File: config.mk
export PLATFORM = sky130hd
export DESIGN_NAME = sdpram_line_reader
export DESIGN_NICKNAME = d
export VERILOG_FILES = /design/src/rtl/sdpram_line_reader_pkg.sv /design/src/rtl/stream_skid_fifo.sv /design/src/rtl/sdpram_line_reader.sv
export SDC_FILE = /design/constraint.sdc
export NUM_CORES = 1
export LEC_CHECK = 0
export CAP_MARGIN = 10
export CORE_MARGIN = 4
export CORE_UTILIZATION = 45
export DETAILED_ROUTE_END_ITERATION = 8
export PLACE_DENSITY = 0.77
export SKIP_CTS_REPAIR_TIMING = 1
export SLEW_MARGIN = 20
export SYNTH_ARGS = -nofsm -noshare
export SYNTH_HDL_FRONTEND = slang
export SYNTH_SLANG_ARGS = --single-unit
File: constraint.sdc
create_clock -name clk -period 3.3 [get_ports clk]
set_clock_uncertainty 0.1 [all_clocks]
set_input_delay 0.66 -clock clk [delete_from_list [all_inputs] [get_ports clk]]
set_output_delay 0.66 -clock clk [all_outputs]
set_load 0.01 [all_outputs]
File: src/rtl/sdpram_line_reader_pkg.sv
// rtl/sdpram_line_reader_pkg.sv - shared types and constants for the line-buffer read controller
package sdpram_line_reader_pkg;

    // Controller phases: waiting for a command, issuing reads, waiting for the tail to drain
    typedef enum logic [1:0] {
        IDLE  = 2'd0,
        ISSUE = 2'd1,
        DRAIN = 2'd2
    } state_e;

    // Output FIFO depth; the read credit check is sized against this
    localparam int FIFO_DEPTH = 2;

endpackage

File: src/rtl/stream_skid_fifo.sv
// rtl/stream_skid_fifo.sv - 2-entry register FIFO with registered head and same-cycle push/pop
module stream_skid_fifo #(
    parameter int WIDTH = 33
) (
    input  logic             clk_i,
    input  logic             aresetn_i,
    input  logic             push_i,
    input  logic [WIDTH-1:0] push_data_i,
    input  logic             pop_i,
    output logic [WIDTH-1:0] head_o,
    output logic             valid_o,
    output logic [1:0]       count_o
);

    logic [WIDTH-1:0] entry0_q, entry0_d;
    logic [WIDTH-1:0] entry1_q, entry1_d;
    logic [1:0]       count_q, count_d;

    // Next state: entry0 is always the head; a pop shifts entry1 forward
    always_comb begin
        entry0_d = entry0_q;
        entry1_d = entry1_q;
        count_d  = count_q;
        case ({push_i, pop_i})
            2'b10: begin
                if (count_q == 2'd0) begin
                    entry0_d = push_data_i;
                end else begin
                    entry1_d = push_data_i;
                end
                count_d = count_q + 2'd1;
            end
            2'b01: begin
                entry0_d = entry1_q;
                count_d  = count_q - 2'd1;
            end
            2'b11: begin
                if (count_q == 2'd1) begin
                    entry0_d = push_data_i;
                end else begin
                    entry0_d = entry1_q;
                    entry1_d = push_data_i;
                end
            end
            default: begin
            end
        endcase
    end

    // Storage and occupancy registers
    always_ff @(posedge clk_i or negedge aresetn_i) begin
        if (!aresetn_i) begin
            entry0_q <= '0;
            entry1_q <= '0;
            count_q  <= 2'd0;
        end else begin
            entry0_q <= entry0_d;
            entry1_q <= entry1_d;
            count_q  <= count_d;
        end
    end

    assign head_o  = entry0_q;
    assign valid_o = (count_q != 2'd0);
    assign count_o = count_q;

endmodule

File: src/rtl/sdpram_line_reader.sv
// rtl/sdpram_line_reader.sv - walks a wrapping RAM address range and streams the words out
module sdpram_line_reader
    import sdpram_line_reader_pkg::*;
#(
    parameter int ADDR_WIDTH = 6,
    parameter int DATA_WIDTH = 32
) (
    input  logic                  clk,
    input  logic                  aresetn,
    input  logic                  start,
    input  logic [ADDR_WIDTH-1:0] base_addr,
    input  logic [ADDR_WIDTH:0]   length,
    output logic                  busy,
    output logic                  done,
    output logic [ADDR_WIDTH-1:0] rd_addr,
    input  logic [DATA_WIDTH-1:0] rd_data,
    output logic [DATA_WIDTH-1:0] m_data,
    output logic                  m_valid,
    input  logic                  m_ready,
    output logic                  m_last
);

    state_e                state_q, state_d;
    logic [ADDR_WIDTH-1:0] rd_addr_q, rd_addr_d;
    logic [ADDR_WIDTH:0]   remaining_q, remaining_d;
    logic                  inflight_q, inflight_d;
    logic                  inflight_last_q, inflight_last_d;
    logic                  done_q, done_d;

    logic                  pop;
    logic                  issue;
    logic                  issue_ok;
    logic                  last_one;
    logic [2:0]            credit;
    logic [1:0]            fifo_count;
    logic                  fifo_valid;
    logic [DATA_WIDTH:0]   fifo_head;

    assign pop      = m_valid & m_ready;
    assign last_one = (remaining_q == (ADDR_WIDTH+1)'(1));
    // Words already committed to the FIFO after this cycle; an inflight read always lands there
    assign credit   = {1'b0, fifo_count} + {2'b00, inflight_q} - {2'b00, pop};
    assign issue_ok = (credit < 3'(FIFO_DEPTH));

    // FSM state register
    always_ff @(posedge clk or negedge aresetn) begin
        if (!aresetn) begin
            state_q <= IDLE;
        end else begin
            state_q <= state_d;
        end
    end

    // FSM next-state logic
    always_comb begin
        state_d = state_q;
        case (state_q)
            IDLE:    if (start && (length != '0)) state_d = ISSUE;
            ISSUE:   if (issue_ok && last_one)    state_d = DRAIN;
            DRAIN:   if (pop && m_last)           state_d = IDLE;
            default: state_d = IDLE;
        endcase
    end

    // FSM outputs: busy flag and read-issue strobe
    always_comb begin
        busy  = (state_q != IDLE);
        issue = (state_q == ISSUE) && issue_ok;
    end

    // Address/remaining counters, inflight tracking and the done pulse
    always_comb begin
        rd_addr_d       = rd_addr_q;
        remaining_d     = remaining_q;
        inflight_d      = 1'b0;
        inflight_last_d = 1'b0;
        done_d          = 1'b0;
        if (state_q == IDLE && start) begin
            if (length != '0) begin
                rd_addr_d   = base_addr;
                remaining_d = length;
            end else begin
                done_d = 1'b1;
            end
        end
        if (issue) begin
            rd_addr_d       = rd_addr_q + 1'b1;
            remaining_d     = remaining_q - 1'b1;
            inflight_d      = 1'b1;
            inflight_last_d = last_one;
        end
        if (state_q == DRAIN && pop && m_last) begin
            done_d = 1'b1;
        end
    end

    // Datapath registers
    always_ff @(posedge clk or negedge aresetn) begin
        if (!aresetn) begin
            rd_addr_q       <= '0;
            remaining_q     <= '0;
            inflight_q      <= 1'b0;
            inflight_last_q <= 1'b0;
            done_q          <= 1'b0;
        end else begin
            rd_addr_q       <= rd_addr_d;
            remaining_q     <= remaining_d;
            inflight_q      <= inflight_d;
            inflight_last_q <= inflight_last_d;
            done_q          <= done_d;
        end
    end

    // The RAM answers one edge after an issue, so the inflight flag doubles as the push strobe
    stream_skid_fifo #(
        .WIDTH(DATA_WIDTH + 1)
    ) u_fifo (
        .clk_i      (clk),
        .aresetn_i  (aresetn),
        .push_i     (inflight_q),
        .push_data_i({inflight_last_q, rd_data}),
        .pop_i      (pop),
        .head_o     (fifo_head),
        .valid_o    (fifo_valid),
        .count_o    (fifo_count)
    );

    assign rd_addr = rd_addr_q;
    assign done    = done_q;
    assign m_valid = fifo_valid;
    assign m_data  = fifo_head[DATA_WIDTH-1:0];
    // Stale entries may hold a last tag, so only advertise it alongside valid data
    assign m_last  = fifo_valid & fifo_head[DATA_WIDTH];

endmodule
# Yosys cells after proc, flatten, opt, wreduce, memory -nomap -nowiden
# Cells that the tools add are included.
dict set report classes {
  eq_ne 13
  mux 22
  bitwise_logic 2
  order_cmp 1
  addsub 6
  reduce_logical 21
}
# cell count
set ops {}
lappend ops {{33-bit 2-to-1 mux} 4}
lappend ops {{33-bit one-hot mux with 3 select lines} 1}
lappend ops {{33-bit one-hot mux with 2 select lines} 1}
lappend ops {{7-bit 2-to-1 mux} 3}
lappend ops {{6-bit 2-to-1 mux} 3}
lappend ops {{2-bit nonzero test} 6}
lappend ops {{2-bit inequality test (second input constant)} 5}
lappend ops {{7-bit by 1-bit equality test with 1-bit output (second input constant)} 1}
lappend ops {{1-bit logical AND} 7}
lappend ops {{7-bit nonzero test} 1}
lappend ops {{7-bit by 1-bit subtractor with 7-bit output (second input constant)} 1}
lappend ops {{6-bit by 1-bit adder with 6-bit output (second input constant)} 1}
lappend ops {{2-bit by 1-bit equality test with 1-bit output (second input constant)} 3}
lappend ops {{2-bit equality test (second input constant)} 3}
lappend ops {{2-bit 2-to-1 mux} 3}
lappend ops {{2-bit one-hot mux with 3 select lines} 1}
lappend ops {{3-bit AND reduction} 2}
lappend ops {{1-bit 2-to-1 mux} 5}
lappend ops {{2-bit zero test} 2}
lappend ops {{2-bit one-hot mux with 2 select lines} 1}
lappend ops {{2-bit AND reduction} 2}
lappend ops {{2-bit by 1-bit adder with 3-bit output} 1}
lappend ops {{3-bit by 2-bit < comparator with 1-bit output (second input constant)} 1}
lappend ops {{3-bit nonzero test} 1}
lappend ops {{5 further kinds} 6}
dict set report totals {
  input_bits 49
  wordCells 74
  reg_bits 86
  output_inout_bits 42
}

# Logic depth before layout (Yosys ltp)
dict set report logic_depth {
  ltp_word 7
  depth_mapped 14
  depth_no_buf 12
}

# Hierarchy
# From an unflattened synthesis, not the netlist that was laid out.
dict set report hier_totals {
  hier_cells 394
  hier_area_um2 4155.2
}
# module area_each_um2 instances seq_area_each_um2 cells_per_inst
set modules_own_cells {}
lappend modules_own_cells {stream_skid_fifo 3086.7 1 1701.6 284}
lappend modules_own_cells {sdpram_line_reader 1068.5 1 450.4 110}

# Worst setup path before layout
# OpenSTA, ideal clock, no wires.
dict set report synth_path {
  kind {register to register}
  start {reg u_fifo.count_q[1], in the netlist u_fifo.count_o[1]}
  end {reg rd_addr_q[5], in the netlist rd_addr[5]}
  setup_ns 0.087
  required_ns 3.113
  path_stages_with_launch 13
  synth_period_minus_slack_ns 2.805
  path_buffers 1
  setup_slack_ns 0.495
  arrival_time_ns 2.618
  cell_sequence {dfrtp_1 > inv_1 > ha_1 > buf_4 > nand2b_1 > nor2_1 > o21ai_0 > fa_1 > xnor2_1 > nand3_1 > inv_1 > mux2_2 > a211oi_2}
}
dict set report synth_via {
  elab_chain_cells 7
  elab_cells_between_ends 10
  cone_classes {2 x add/sub; 1 x order compare; 1 x mux; 1 x bitwise; 5 x reduce/logical}
}
# item line
set synth_lines {}
lappend synth_lines {{start, declared} stream_skid_fifo.sv:17} ;# logic [1:0] count_q, count_d;
lappend synth_lines {{start signal, assigned} stream_skid_fifo.sv:59} ;# count_q <= count_d;
lappend synth_lines {{parallel branches: the longest is 2 deep, another holds 2-bit by 1-bit adder with 3-bit output} -}
lappend synth_lines {{3-bit by 1-bit subtractor with 3-bit output (*)} sdpram_line_reader.sv:42} ;# assign credit = {1'b0, fifo_count} + {2'b00, inflight_q} - {2'b00, pop};
lappend synth_lines {{3-bit by 2-bit < comparator with 1-bit output (*)} sdpram_line_reader.sv:43} ;# assign issue_ok = (credit < 3'(FIFO_DEPTH));
lappend synth_lines {{1-bit logical AND (*)} sdpram_line_reader.sv:68} ;# issue = (state_q == ISSUE) && issue_ok;
lappend synth_lines {{2-bit nonzero test (no source line)} -}
lappend synth_lines {{2-bit AND reduction (no source line)} -}
lappend synth_lines {{end signal, assigned} sdpram_line_reader.sv:106} ;# rd_addr_q <= rd_addr_d;
lappend synth_lines {{end, declared} sdpram_line_reader.sv:24} ;# logic [ADDR_WIDTH-1:0] rd_addr_q, rd_addr_d;
# Every way passes the cells marked *.
# A chain may end at the register's enable or synchronous reset.

# Final worst setup path
dict set report layout_path {
  start {reg u_fifo.count_q[1], in the netlist u_fifo.count_o[1]}
  end {reg remaining_q[6]}
}
dict set report layout_via {
  elab_chain_cells 7
  elab_cells_between_ends 10
  cone_classes {2 x add/sub; 1 x order compare; 1 x mux; 1 x bitwise; 5 x reduce/logical}
}
# item line
set layout_lines {}
lappend layout_lines {{parallel branches: the longest is 2 deep, another holds 2-bit by 1-bit adder with 3-bit output} -}
lappend layout_lines {{3-bit by 1-bit subtractor with 3-bit output (*)} sdpram_line_reader.sv:42}
lappend layout_lines {{3-bit by 2-bit < comparator with 1-bit output (*)} sdpram_line_reader.sv:43}
lappend layout_lines {{1-bit logical AND (*)} sdpram_line_reader.sv:68}
lappend layout_lines {{2-bit nonzero test (no source line)} -}
lappend layout_lines {{2-bit AND reduction (no source line)} -}
lappend layout_lines {{end signal, assigned} sdpram_line_reader.sv:107} ;# remaining_q <= remaining_d;
lappend layout_lines {{end, declared} sdpram_line_reader.sv:25} ;# logic [ADDR_WIDTH:0] remaining_q, remaining_d;
# Marks and branches as above.

==> impl_metrics.py <==
metrics = {
    "status": {
        "status": "finished clean",
    },
    "power": {
        "power_density_mw_per_mm2": 1011,
        "p_seq_frac": 0.357,
        "clockPowerShare": 0.160,
        "vdd_ir_drop_max_mv": 0.4715,
        "combPwrFrac": 0.483,
        "switching_share": 0.3517,
        "p_int_w": 0.003395,
        "power.net_switching_w": 0.001842,
        "leakagePower_nw": 2.168,
    },
    "yosys": {
        "syn_avg_cell_area_um2": 12.04,
        "ys.flop_type": "dfrtp_1",
        "yosys.area.top_type_share": 0.5165,
        "synth_top_cell_by_area": "dfrtp_1",
        "synth_nets": 403,
        "syn_inst": 346,
        "netlist_top_cells_area": "dfrtp_1, mux2_2, a221o_1",
        "ys_seq_elements": 86,
        "seq_area_frac_synth": 0.5165,
        "async_flop_share": 1.000,
        "synth_edf_count": 0,
        "synthTopCellsByCount": "dfrtp_1, buf_4, a221o_1, nor2b_1, mux2_2",
        "syn-cell-area_mm2": 0.004166,
        "synth_warnings": 0,
        "ys_types": 47,
        "yosysMostFrequentCell": "dfrtp_1",
    },
    "setup_path": {
        "reg2reg_depth": 11,
        "crit_arrival_ps": 2970,
        "worstSetupEndpointType": "flop",
        "r2r_slack_ps": 480,
        "cp_max_fo": 10,
        "worstPathRequired_ps": 3450,
        "crit_type": "reg2reg",
        "start_kind": "flop",
        "reg2reg_from": "u_fifo.count_o[1]$_DFFE_PN0P_",
        "reg2reg_to": "remaining_q[6]$_DFFE_PN0P_",
    },
    "clock_network": {
        "numCtsBuffers": 9,
        "insertion_delay_ps": 350,
        "clkTransAtPathRegs_ps": 90,
        "cts.sinks": 86,
        "cts_tree": "built",
        "cts_root_buf": "clkbuf_8",
        "clk_path_buf_depth": 2,
        "htree_num_levels": 3,
    },
    "sta": {
        "relSlewSlack": 0.4754,
        "rsz0062_at_grt": "no",
        "finalSetupTns_ps": 0,
        "fin_crit_sh": 0.8559,
        "fmax_mhz": 354.0,
        "finalHoldViolations": 0,
        "drv_slew": 0,
        "fin_crit_ps": 2824,
        "worst_pin_slew_ps": 786.8,
        "setup_viol": 0,
    },
    "routing": {
        "firstDrtPassIters": 4,
        "ant_nets": 0,
        "dr_total_vias": 2906,
        "drc_errors": 0,
        "drt_iter0_drc": 98,
        "vias_per_cell": 5.556,
        "totalWireLength_um": 8858,
        "wl_per_cell_um": 16.94,
    },
    "die": {
        "rows": 34,
        "initial_core_util": 0.4709,
        "fp.dieArea_mm2": 0.01086,
        "core-area_mm2": 0.008848,
        "fp.dieW_um": 104.2,
        "ios": 91,
        "die_h_um": 104.2,
    },
    "final_layout": {
        "finalNetCount": 467,
        "num_antenna_cells": 0,
        "drive_gt1_frac": 0.1663,
        "area_growth_pct": 24.32,
        "layout.core_utilization": 0.5854,
        "n_fill_cell": 752,
    },
    "global_routing": {
        "antenna_found_initial": 0,
        "grt_pass1_vias": 3018,
        "track_usage": 0.1682,
        "overflow": 0,
        "grt_max_degree": 87,
        "grt_pass1_wl_um": 15120,
    },
    "worst_hold_path": {
        "hold_path_class": "in2async",
    },
    "placement": {
        "gp_congestion": 0.7813,
        "port_buffers": 90,
        "dp_hpwl_um": 6143,
    },
    "flow_run": {
        "drv_cap": 0,
    },
}
-- worst max-delay path by stage --
stage,start,to,slack (ps)
3_3_place_gp,m_ready,remaining_q[6]$_DFFE_PN0P_,190
2_1_floorplan,u_fifo.count_o[1]$_DFFE_PN0P_,rd_addr[5]$_DFFE_PN0P_,500
3_5_place_dp,m_ready,rd_addr[3]$_DFFE_PN0P_,140
5_1_grt,u_fifo.count_o[1]$_DFFE_PN0P_,rd_addr[3]$_DFFE_PN0P_,230
6_report,u_fifo.count_o[1]$_DFFE_PN0P_,remaining_q[6]$_DFFE_PN0P_,480
4_1_cts,u_fifo.count_o[1]$_DFFE_PN0P_,rd_addr[3]$_DFFE_PN0P_,460
-- cells in the final DEF, fill, tap and decap left out, types with 3 or more instances in the layout --
| cell type | count |
|---|---|
| a211oi_1 | 4 |
| a21oi_1 | 4 |
| a221o_1 | 35 |
| buf_4 | 12 |
| clkbuf_8 | 9 |
| clkdlybuf4s50_1 | 89 |
| dfrtp_1 | 86 |
| ha_1 | 7 |
| inv_1 | 14 |
| mux2_2 | 32 |
| nand2_1 | 10 |
| nand3_1 | 4 |
| nor2_1 | 15 |
| nor2b_1 | 35 |
| nor3_1 | 3 |
| o21ai_0 | 6 |
| xnor2_1 | 3 |
-- power groups by stage --
stage          Clock, W  Combinational, W  Sequential [W]
6_report       0.000837           0.00253         0.00187
5_1_grt        0.000905           0.00276         0.00194
4_1_cts        0.000864           0.00256         0.00187
3_5_place_dp          0           0.00255         0.00189
3_3_place_gp          0           0.00245         0.00186
2_1_floorplan         0           0.00190         0.00181
-- through the flow --
step | hold slack [ps] | power [W] | setup slack, ps | cell area [µm²] | std cells
2_1_floorplan | 264.4 | 0.003705 | 495.4 | 4167 | 346
6_report | 236.5 | 0.005237 | 475.5 | 5180 | 523
5_1_grt | 320.7 | 0.005613 | 232.3 | 5180 | 523
3_5_place_dp | 372.7 | 0.004440 | 136.8 | 4947 | 507
4_1_cts | 391.7 | 0.005296 | 460.5 | 5176 | 523
3_3_place_gp | 359.9 | 0.004316 | 191.7 | 4947 | 507
-- kinds of logic (layout without fill, tap and decap cells) --
kind of cell / count (synthesis) / after routing / synth area share
AND/OR/NAND/NOR: 83 / 83 / 0.1114
buffers and inverters: 63 / 132 / 0.09489
multiplexers: 36 / 36 / 0.09970
flip-flops: 86 / 86 / 0.5165
adder cells (fa/ha/maj): 8 / 8 / 0.02583
AO/OA/AOI/OAI: 67 / 67 / 0.1453
XOR/XNOR: 3 / 3 / 0.006307
-- state kept, by name (all words and copies together) (netlist names) --
register	count
done	1
inflight_last_q	1
inflight_q	1
rd_addr	6
remaining_q	7
state_q	2
u_fifo.count_o	2
u_fifo.entry1_q	33
u_fifo.head_o	33
-- final cells by class --
class                      count  area, µm²  area share
sequential                    86       2152      0.4155
timing repair buffer         102      992.2      0.1915
inverter                      14      52.55     0.01014
clock buffer                   9      123.9     0.02391
tap                          108      135.1     0.02609
multi-input combinational    197       1619      0.3126
clock inverter                 7      105.1     0.02029
-- worst max-delay path, stage by stage (launching register included) --
cell and delay [ps]:
dfrtp_1 450, inv_1 90, ha_1 200, nand2b_1 190, nor2_1 180, o21ai_0 140
fa_1 400, xnor2_1 180, nand3_1 120, buf_4 190, o32a_1 350, o211a_1 130
-- per-layer routing --
| layer | global-route usage | wire length, µm |
|---|---|---|
| met5 | 0 | 0 |
| met4 | 0.03134 | 60 |
| met3 | 0.04469 | 447 |
| met2 | 0.2758 | 4237 |
| met1 | 0.2271 | 4113 |
No activity file was read; power rests on OpenSTA's default activity.
==> RTL edit: new RTL, same flow settings <==
Reset style: synchronous (`aresetn` and `aresetn_i`), changed in 3 clocked blocks.
--- a/src/rtl/stream_skid_fifo.sv
+++ b/src/rtl/stream_skid_fifo.sv
@@ -48,7 +48,7 @@
     end
 
     // Storage and occupancy registers
-    always_ff @(posedge clk_i or negedge aresetn_i) begin
+    always_ff @(posedge clk_i) begin
         if (!aresetn_i) begin
             entry0_q <= '0;
             entry1_q <= '0;
--- a/src/rtl/sdpram_line_reader.sv
+++ b/src/rtl/sdpram_line_reader.sv
@@ -43,7 +43,7 @@
     assign issue_ok = (credit < 3'(FIFO_DEPTH));
 
     // FSM state register
-    always_ff @(posedge clk or negedge aresetn) begin
+    always_ff @(posedge clk) begin
         if (!aresetn) begin
             state_q <= IDLE;
         end else begin
@@ -95,7 +95,7 @@
     end
 
     // Datapath registers
-    always_ff @(posedge clk or negedge aresetn) begin
+    always_ff @(posedge clk) begin
         if (!aresetn) begin
             rd_addr_q       <= '0;
             remaining_q     <= '0;
Check against the original RTL: differs if aresetn is asserted again (counterexample within 4 cycles, from zero or initial values and one cycle with aresetn low); with aresetn held inactive, the same outputs for 10 cycles.
==> RTL edit against the unedited design <==
- combinational power shrank 40%
- die area shrank 3.1%
- wire length grew 8.0%
- sequential share of layout area shrank 7.5 points
- clock power shrank 5.7%
- first-iteration DRC count grew 87%
- sequential cell count is the same
- setup slack lost 0.18 ns
- cell area shrank 2.4%
- area after synthesis shrank 3.3%
- power shrank 29%
- global-route usage grew 1.3 points
- via count grew 20%
- largest power group unchanged
- highest routed layer unchanged
==> RTL edit: results (changes against the unedited design) <==
| Metric | Value |
|---|---|
| Status | finished, final reports clean (unchanged) |
| Register area share after synthesis | 0.427 (was 0.517) |
| Post-synth top flop | dfxtp_1 (was dfrtp_1) |
| Initial DRC Count | 183 (was 98) |
| Worst reg2reg setup slack | 0.29 ns (was 0.48 ns) |
| Max stage delay on crit path | 0.54 ns (was 0.45 ns) |
| FF-to-FF Start | u_fifo.count_o[0] (was u_fifo.count_o[1]) |
| Root Driver | clkbuf_8 (unchanged) |
| Leakage Power | 1.83 nW (was 2.17 nW) |
| Net Sw Frac | 0.368 (was 0.352) |
| Crit-path max FO | 6 (was 10) |
| Top cells by count, synth | dfxtp_1 (86), nand2_1 (78), nor2_1 (41), o21ai_0 (39), a31oi_1 (36) (was dfrtp_1 (86), buf_4 (36), a221o_1 (35), nor2b_1 (35), mux2_2 (32)) |
| Share of flip-flops with an asynchronous set or reset | 0 (was 1.00) |
| Fillers | 769 (was 752) |
| Worst setup path end | remaining_q[6] (unchanged) |
| Synth top area cells | dfxtp_1 (43%), mux2i_1 (8.2%), nand2_1 (7.3%), buf_4 (6.2%), a31oi_1 (5.6%) (was dfrtp_1 (52%), mux2_2 (8.6%), a221o_1 (8.4%), buf_4 (6.5%), nor2b_1 (5.3%)) |
| Slowest stage cell on the critical path | fa_1 (was dfrtp_1) |
| Type of the worst min-delay path | reg -> reg (was in -> async) |
| Worst reg-to-reg path cell count | 10 (was 11) |
| Ant diodes | 0 (unchanged) |
| Clock net power | 789 uW (was 837 uW) |
| All-Layer GR Usage | 0.182 (was 0.168) |
| # nets final | 584 (was 467) |
| VDD IR-drop max | 0.000341 V (was 0.000471 V) |
| Synthesized net count | 532 (was 403) |
| Layout cells sized above 1 | 0.0808 (was 0.166) |
| Largest net degree at the start of global routing | 50 (was 87) |
| Comb group | 1.52 mW (was 2.53 mW) |
| Relative slew slack | 0.540 (was 0.475) |
| Total Wirelength | 9.56 mm (was 8.86 mm) |
| Synth cell types | 52 (was 47) |
RTL edit: layer usage:
| metal | share of wire | GRT usage | up-vias | wire length [microns] |
|---|---|---|---|---|
| met4 | 0.0094 | 0.0636 | 0 | 90 |
| met5 | 0 | 0 | - | 0 |
| met1 | 0.45 | 0.229 | 1639 | 4270 |
| met3 | 0.055 | 0.0345 | 6 | 528 |
| met2 | 0.49 | 0.310 | 119 | 4670 |
| li1 | - | - | 1725 | - |
RTL edit: per-stage QoR:
stage / instance area [sq um] / hold WS, ns / instances / total power, mW / setup WS (ns)
CTS: 5060 / 0.377 / 640 / 3.77 / 0.309
global placement: 4840 / 0.356 / 624 / 2.92 / 0.131
finish: 5060 / 0.376 / 640 / 3.73 / 0.293
detailed placement: 4840 / 0.363 / 624 / 2.97 / 0.0810
floorplan: 4030 / 0.348 / 475 / 2.47 / 0.493
global route: 5060 / 0.395 / 640 / 3.98 / 0.141
RTL edit: cell type report:
class | instances | area share
multi-input cells | 317 | 0.381
flip-flops and latches | 86 | 0.341
repair buffers | 103 | 0.202
well taps | 108 | 0.0267
clock buffers | 9 | 0.0245
clock inverters | 7 | 0.0173
inverters | 10 | 0.00742
RTL edit: logic make-up (layout without fill, tap and decap cells):
group                    count (synthesis)  in the layout  synth area share
buffers and inverters                   72            129            0.0997
XOR/XNOR                                 3              3           0.00652
AO/OA/AOI/OAI                          105            105             0.168
flip-flops                              86             86             0.427
AND/OR/NAND/NOR                        168            168             0.190
multiplexers                            33             33            0.0820
adder cells (fa/ha/maj)                  8              8            0.0267
RTL edit: critical path, delay by kind of cell, from the launching register on:
kind | cells | cell delay (ns)
AO/OA/AOI/OAI | 2 | 0.32
buffers and inverters | 1 | 0.09
AND/OR/NAND/NOR | 5 | 1.17
adder cells (fa/ha/maj) | 2 | 0.84
flip-flops | 1 | 0.41
